[config.mk]
export PLATFORM = sky130hd
export DESIGN_NAME = barrel_sched
export DESIGN_NICKNAME = d
export VERILOG_FILES = /design/src/rtl/barrel_sched.sv
export SDC_FILE = /design/constraint.sdc
export NUM_CORES = 1
export LEC_CHECK = 0
export ABC_CLOCK_PERIOD_IN_PS = 4400
export BUFFER_PORTS_ARGS = -buffer_cell sky130_fd_sc_hd__buf_4
export CORE_MARGIN = 3
export CORE_UTILIZATION = 48
export CTS_CLUSTER_SIZE = 16
export DETAILED_ROUTE_END_ITERATION = 12
export GPL_ROUTABILITY_DRIVEN = 0
export GPL_TIMING_DRIVEN = 0
export HOLD_SLACK_MARGIN = 0.15
export PLACE_DENSITY = 0.95
export REMOVE_ABC_BUFFERS = 1
export SLEW_MARGIN = 10
export SYNTH_ARGS = -nofsm -noshare
export SYNTH_HDL_FRONTEND = slang
export SYNTH_SLANG_ARGS = --single-unit
[constraint.sdc]
create_clock -name clk -period 4.4 [get_ports clk]
set_input_delay 0.22 -clock clk [delete_from_list [all_inputs] [get_ports clk]]
set_output_delay 0.22 -clock clk [all_outputs]
set_load 0.01 [all_outputs]
[src/rtl/barrel_sched.sv]
// rtl/barrel_sched.sv - two-requester scheduler for a shared 6-stage pipelined barrel shifter
//
// Purpose: arbitrates two request streams onto one external pipelined
// shifter whose shift/rot inputs feed every stage. Operations sharing the
// current {shift, rot} stream back-to-back. A config change waits until
// every op in flight has passed the stages that read the config. Results
// come back in accept order, tagged to the requester that issued them.
//
// Ports:
//   clk, rst_n                 clock, asynchronous active-low reset
//   rX_valid / rX_ready        request handshake (accept = valid & ready)
//   rX_data, rX_shift, rX_rot  operand, shift amount, 1 = rotate / 0 = shift
//   rX_resp_valid              one-cycle result pulse for requester X
//   resp_data                  result (straight from sh_out)
//   sh_a, sh_shift, sh_rot     registered operand/config to the shifter
//   sh_out                     shifter result, LAT cycles after sh_a
//   busy                       any operation in flight
module barrel_sched #(
  parameter int LAT       = 6,
  parameter int MAX_BURST = 8
) (
  input  logic        clk,
  input  logic        rst_n,
  input  logic        r0_valid,
  output logic        r0_ready,
  input  logic [31:0] r0_data,
  input  logic [4:0]  r0_shift,
  input  logic        r0_rot,
  input  logic        r1_valid,
  output logic        r1_ready,
  input  logic [31:0] r1_data,
  input  logic [4:0]  r1_shift,
  input  logic        r1_rot,
  output logic        r0_resp_valid,
  output logic        r1_resp_valid,
  output logic [31:0] resp_data,
  output logic [31:0] sh_a,
  output logic [4:0]  sh_shift,
  output logic        sh_rot,
  input  logic [31:0] sh_out,
  output logic        busy
);

  localparam int QW = $clog2(LAT + 1);
  localparam int BW = $clog2(MAX_BURST + 1);

  typedef enum logic [1:0] {
    IDLE   = 2'd0,
    STREAM = 2'd1,
    DRAIN  = 2'd2
  } state_t;

  state_t        state, state_nxt;
  logic [LAT:0]  trk_v;
  logic [LAT:0]  trk_id;
  logic [QW-1:0] quiet;
  logic [BW-1:0] burst;
  logic          rr;

  logic          match0, match1, same_cfg;
  logic          m0, m1, n0, n1;
  logic          drain_ok;
  logic          gnt0, gnt1, acc, load, burst_clr, burst_inc;
  logic [31:0]   acc_data;
  logic [4:0]    acc_shift;
  logic          acc_rot;

  assign match0   = (r0_shift == sh_shift) && (r0_rot == sh_rot);
  assign match1   = (r1_shift == sh_shift) && (r1_rot == sh_rot);
  assign same_cfg = (r0_shift == r1_shift) && (r0_rot == r1_rot);
  assign m0       = r0_valid & match0;
  assign m1       = r1_valid & match1;
  assign n0       = r0_valid & ~match0;
  assign n1       = r1_valid & ~match1;

  // Once quiet reaches LAT-1 the youngest op is reading the config for the
  // last time this cycle, so a new config loaded at this edge is safe.
  assign drain_ok = (quiet >= QW'(LAT - 1));

  always_comb begin
    state_nxt = state;
    gnt0      = 1'b0;
    gnt1      = 1'b0;
    load      = 1'b0;
    burst_clr = 1'b0;
    case (state)
      IDLE: begin
        if (r0_valid && r1_valid) begin
          gnt0 = ~rr;
          gnt1 = rr;
        end else begin
          gnt0 = r0_valid;
          gnt1 = r1_valid;
        end
        if (r0_valid || r1_valid) begin
          load      = 1'b1;
          state_nxt = STREAM;
        end
      end
      STREAM: begin
        if ((n0 || n1) && (!(m0 || m1) || burst >= BW'(MAX_BURST))) begin
          state_nxt = DRAIN;
        end else if (m0 && m1) begin
          gnt0 = ~rr;
          gnt1 = rr;
        end else begin
          gnt0 = m0;
          gnt1 = m1;
        end
        if (!r0_valid && !r1_valid && !busy) state_nxt = IDLE;
      end
      DRAIN: begin
        if (!(n0 || n1)) begin
          state_nxt = STREAM;
        end else if (drain_ok) begin
          if (n0 && n1) begin
            gnt0 = ~rr;
            gnt1 = rr;
          end else begin
            gnt0 = n0;
            gnt1 = n1;
          end
          load      = 1'b1;
          burst_clr = 1'b1;
          state_nxt = STREAM;
        end
      end
      default: state_nxt = IDLE;
    endcase
  end

  // Ready is forced low while reset is held, even though the FSM sits in
  // IDLE where it would otherwise grant any valid request.
  assign r0_ready  = gnt0 & rst_n;
  assign r1_ready  = gnt1 & rst_n;
  assign acc       = gnt0 | gnt1;
  assign acc_data  = gnt1 ? r1_data  : r0_data;
  assign acc_shift = gnt1 ? r1_shift : r0_shift;
  assign acc_rot   = gnt1 ? r1_rot   : r0_rot;

  // The accepted op is the current config after this edge, so "the other
  // requester waits with a different config" is just a config mismatch.
  assign burst_inc = ((gnt0 & r1_valid) | (gnt1 & r0_valid)) & ~same_cfg;

  assign busy          = |trk_v;
  assign r0_resp_valid = trk_v[LAT] & ~trk_id[LAT];
  assign r1_resp_valid = trk_v[LAT] &  trk_id[LAT];
  assign resp_data     = sh_out;

  always_ff @(posedge clk or negedge rst_n) begin
    if (!rst_n) begin
      state    <= IDLE;
      trk_v    <= '0;
      trk_id   <= '0;
      quiet    <= '0;
      burst    <= '0;
      rr       <= 1'b0;
      sh_a     <= '0;
      sh_shift <= '0;
      sh_rot   <= 1'b0;
    end else begin
      state  <= state_nxt;
      trk_v  <= {trk_v[LAT-1:0], acc};
      trk_id <= {trk_id[LAT-1:0], gnt1};

      if (acc) begin
        quiet <= '0;
      end else if (quiet != QW'(LAT)) begin
        quiet <= quiet + QW'(1);
      end

      if (burst_clr) begin
        burst <= '0;
      end else if (acc) begin
        if (!burst_inc) begin
          burst <= '0;
        end else if (burst != BW'(MAX_BURST)) begin
          burst <= burst + BW'(1);
        end
      end

      if (acc) begin
        rr   <= ~rr;
        sh_a <= acc_data;
      end

      if (load) begin
        sh_shift <= acc_shift;
        sh_rot   <= acc_rot;
      end
    end
  end

endmodule

==> results.md <==
- Via count of the first global-routing pass: roughly 3300
- Crit start category: register
- FILL cells: roughly 440
- Worst Setup End Kind: primary output
- Util after Layout: 0.707
- P_int: ~0.0017 W
- Cell area after layout: between 0.004 and 0.005 mm^2
- Worst slew pin tran: about 0.8 ns
- Crit share post-route: 0.810
- FFs w/ async S/R, synth: 1.00
- Slew headroom: 0.464
- RSZ-0062 raised after global routing: false
- Ports: approximately 190
- Clk sinks: between 60 and 70
- Synth top area cells: dfrtp_1 (46%), mux2i_1 (11%), buf_4 (7.4%)
- Num CTS Buffers: 9
- Commonest non-fill, non-tap cell in the layout: buf_4
- Die height: 89.6 um
- Final Skew: 0.0101 ns
- Yosys reg bits: 62
- Peak Freq: ~280 MHz
- Largest area contributor in the netlist: dfrtp_1
- Placed Cells: around 500
- Detail Route Antenna Nets: 0
- Fin. Hold Viols: 0
- Routed length per instance: roughly 21 um
- VDD IR max: about 0.42 mV
- Commonest non-fill, non-tap cells in the layout: buf_4 (122), dfrtp_1 (62), nand2_1 (47)
- Largest net degree at the start of global routing: between 60 and 70
- WP data required: roughly 4.2 ns
- Initial DRC count: 160
- Flop pwr share: 0.367
- Initial Utilization: 0.511
- Sequential area share after synthesis: 0.462
- Die W: around 90 um
- Vias: 3017
- Final wirelength: ~12000 um
- Psw: roughly 0.0011 W
- Max FO, Critical Path: 27
- Gr usage total: 0.310
- Remaining DRCs: 0
- Syn Std Cell Area: 0.00336 mm^2
- Hold crit path type: input pin to register
- Drt pass-1 iters: 4
- Pre-CTS WS: ~1.2 ns
- PwrDens: 600 mW/mm^2
- TritonCTS clock tree: yes
- Via/cell ratio: approximately 5.4
- Combinational power share: 0.453
- Core Footprint: between 0.006 and 0.007 mm^2
- Share of the synthesized area in the top cell type: 0.462
- Global route overflow: 0
- Clk Tree Root Cell: clkbuf_8
- Final worst setup slack: between 0.8 and 0.9 ns
- Fin crit period: ~3.6 ns
- Setup CP Type: register to primary output
- Fin Hold WS: 0.168 ns
- Max-Cap Viols: 0
- Cells along the critical path: xnor2_1 -> nand4_1 -> or2_0 -> or4_1 -> a22oi_2 -> buf_6 -> and2_1 -> buf_4
- Post-Layout Cell Count: roughly 560
- Port Buffers: between 100 and 150
- Mapped Cells: 340
- Final Max Tran Viols: 0
- Status: finished clean
- Global-route wire length before repair: 17700 um
- Endpoints failing setup: 0
- Die Area: roughly 0.008 mm^2
- ANT cells: 0
- H-Tree Depth: 3
- Slowest stage delay, CP: between 0.6 and 0.7 ns
- Post-DP Area: roughly 0.0041 mm^2
- Synth Warn #: 0
- Syn Area/Cell: 9.87 um^2
- Number of enable flip-flop cells after synthesis: 0
- Lkg Pwr: roughly 2.1 nW
- Switching Fraction: 0.379
- HPWL after DPL: about 8300 um
- Clock Power Share: 0.180
- Initial antenna violation count: 0
- Worst-case clock buffer depth: 2
- Synth Flop Type: dfrtp_1
- Layout cells sized above 1: 0.314
- Clock Latency Late Sink: 0.34 ns
- Distinct cells, synth: 43
- Synth-to-layout area growth: 38.3%
- Site Rows: 29
- CP max stage cell: a22oi_2
- Nets: about 580
- Crit path arrival time: approximately 3.4 ns
- CTS clk-pin slew, worst paths: 0.08 ns
-- metal layers --
metal	global-route usage	vias up	wire length (um)
met4	0.211	2	871
li1	-	1377	-
met3	0.213	52	1950
met1	0.259	1380	3450
met5	0.0714	-	75
met2	0.512	206	5520
-- critical path: cells and delay by family (launching register included) --
kind / cells / cell delay [ns]
simple gates: 4 / 1.27
compound gates: 1 / 0.65
buf+inv: 2 / 0.41
flops: 1 / 0.44
xor+xnor: 1 / 0.24
-- path summary, 6_finish.rpt --
check	slack, ns	cells after the start	to	from
max	0.83	8	r1_ready	sh_shift[3]
min	0.17	3	sh_a[7]	r0_data[7]
max reg2reg	1.16	8	burst[0]	sh_shift[3]
min reg2reg	0.35	0	trk_id[6]	trk_id[5]
max in group asynchronous	3.34	2	quiet[1]	rst_n
min in group asynchronous	0.52	2	sh_a[2]	rst_n
-- kinds of logic after synthesis --
logic type / share of synthesized area
DFF: 0.462
and+or+nand+nor: 0.117
buffers and inverters: 0.107
muxes: 0.117
adders and majority gates: 0.0186
xor gates and xnor gates: 0.0522
AOI/OAI and AO/OA: 0.127
-- state kept, by name, summed over array words and instances, names as in the netlist --
register,cells
burst,4
quiet,3
rr,1
sh_a,32
sh_rot,1
sh_shift,5
state,2
trk_id,7
trk_v,7
-- through the flow --
stage	power (W)	setup TNS (ns)
3_3_place_gp	0.00214	-1.20
6_report	0.00279	0
4_1_cts	0.00275	0
2_1_floorplan	0.00166	0
3_5_place_dp	0.00223	0
5_1_grt	0.00298	0
-- power by group through the flow --
| stage | registers [W] | clock network, W | logic [W] |
|---|---|---|---|
| 4_1_cts | 0.00101 | 0.000501 | 0.00124 |
| 5_1_grt | 0.00106 | 0.000540 | 0.00138 |
| 3_5_place_dp | 0.00102 | 0 | 0.00121 |
| 6_report | 0.00102 | 0.000502 | 0.00126 |
| 3_3_place_gp | 0.00100 | 0 | 0.00114 |
| 2_1_floorplan | 0.00108 | 0 | 0.000589 |
-- synthesized netlist by cell type (2+ instances only) --
cell type  instances
o22ai_1            2
buf_6              2
inv_1              8
dfrtp_1           62
buf_2              5
ha_1               5
a21oi_1            3
nand3b_1           2
xor2_1             4
and2_1             3
o21ai_0           44
nor3_1             6
nor4_1             2
nand4_1            2
a31oi_1            2
nor2b_1            5
clkbuf_1           7
mux2i_1           38
o21a_1             4
buf_4             33
nand2_1           47
nand3_1            3
a32o_1             3
buf_1              2
a22o_1             2
xnor2_1           16
nor2_1            12
-- timing repair --
action,in CTS,in global routing
endpoints found under the hold margin,94,0
hold buffers,33,0
buffers inserted,0,0
resized for setup,0,0
-- final cells by class --
type	instances	area (um^2)	area share
Sequential cell	62	1550	0.334
Multi-Input combinational cell	221	1450	0.312
Timing Repair Buffer	159	1310	0.282
Clock buffer	11	141	0.0305
Tap cell	93	116	0.0251
Clock inverter	4	47.5	0.0102
Inverter	8	30.0	0.00647
(Power assumes the default switching activity.)
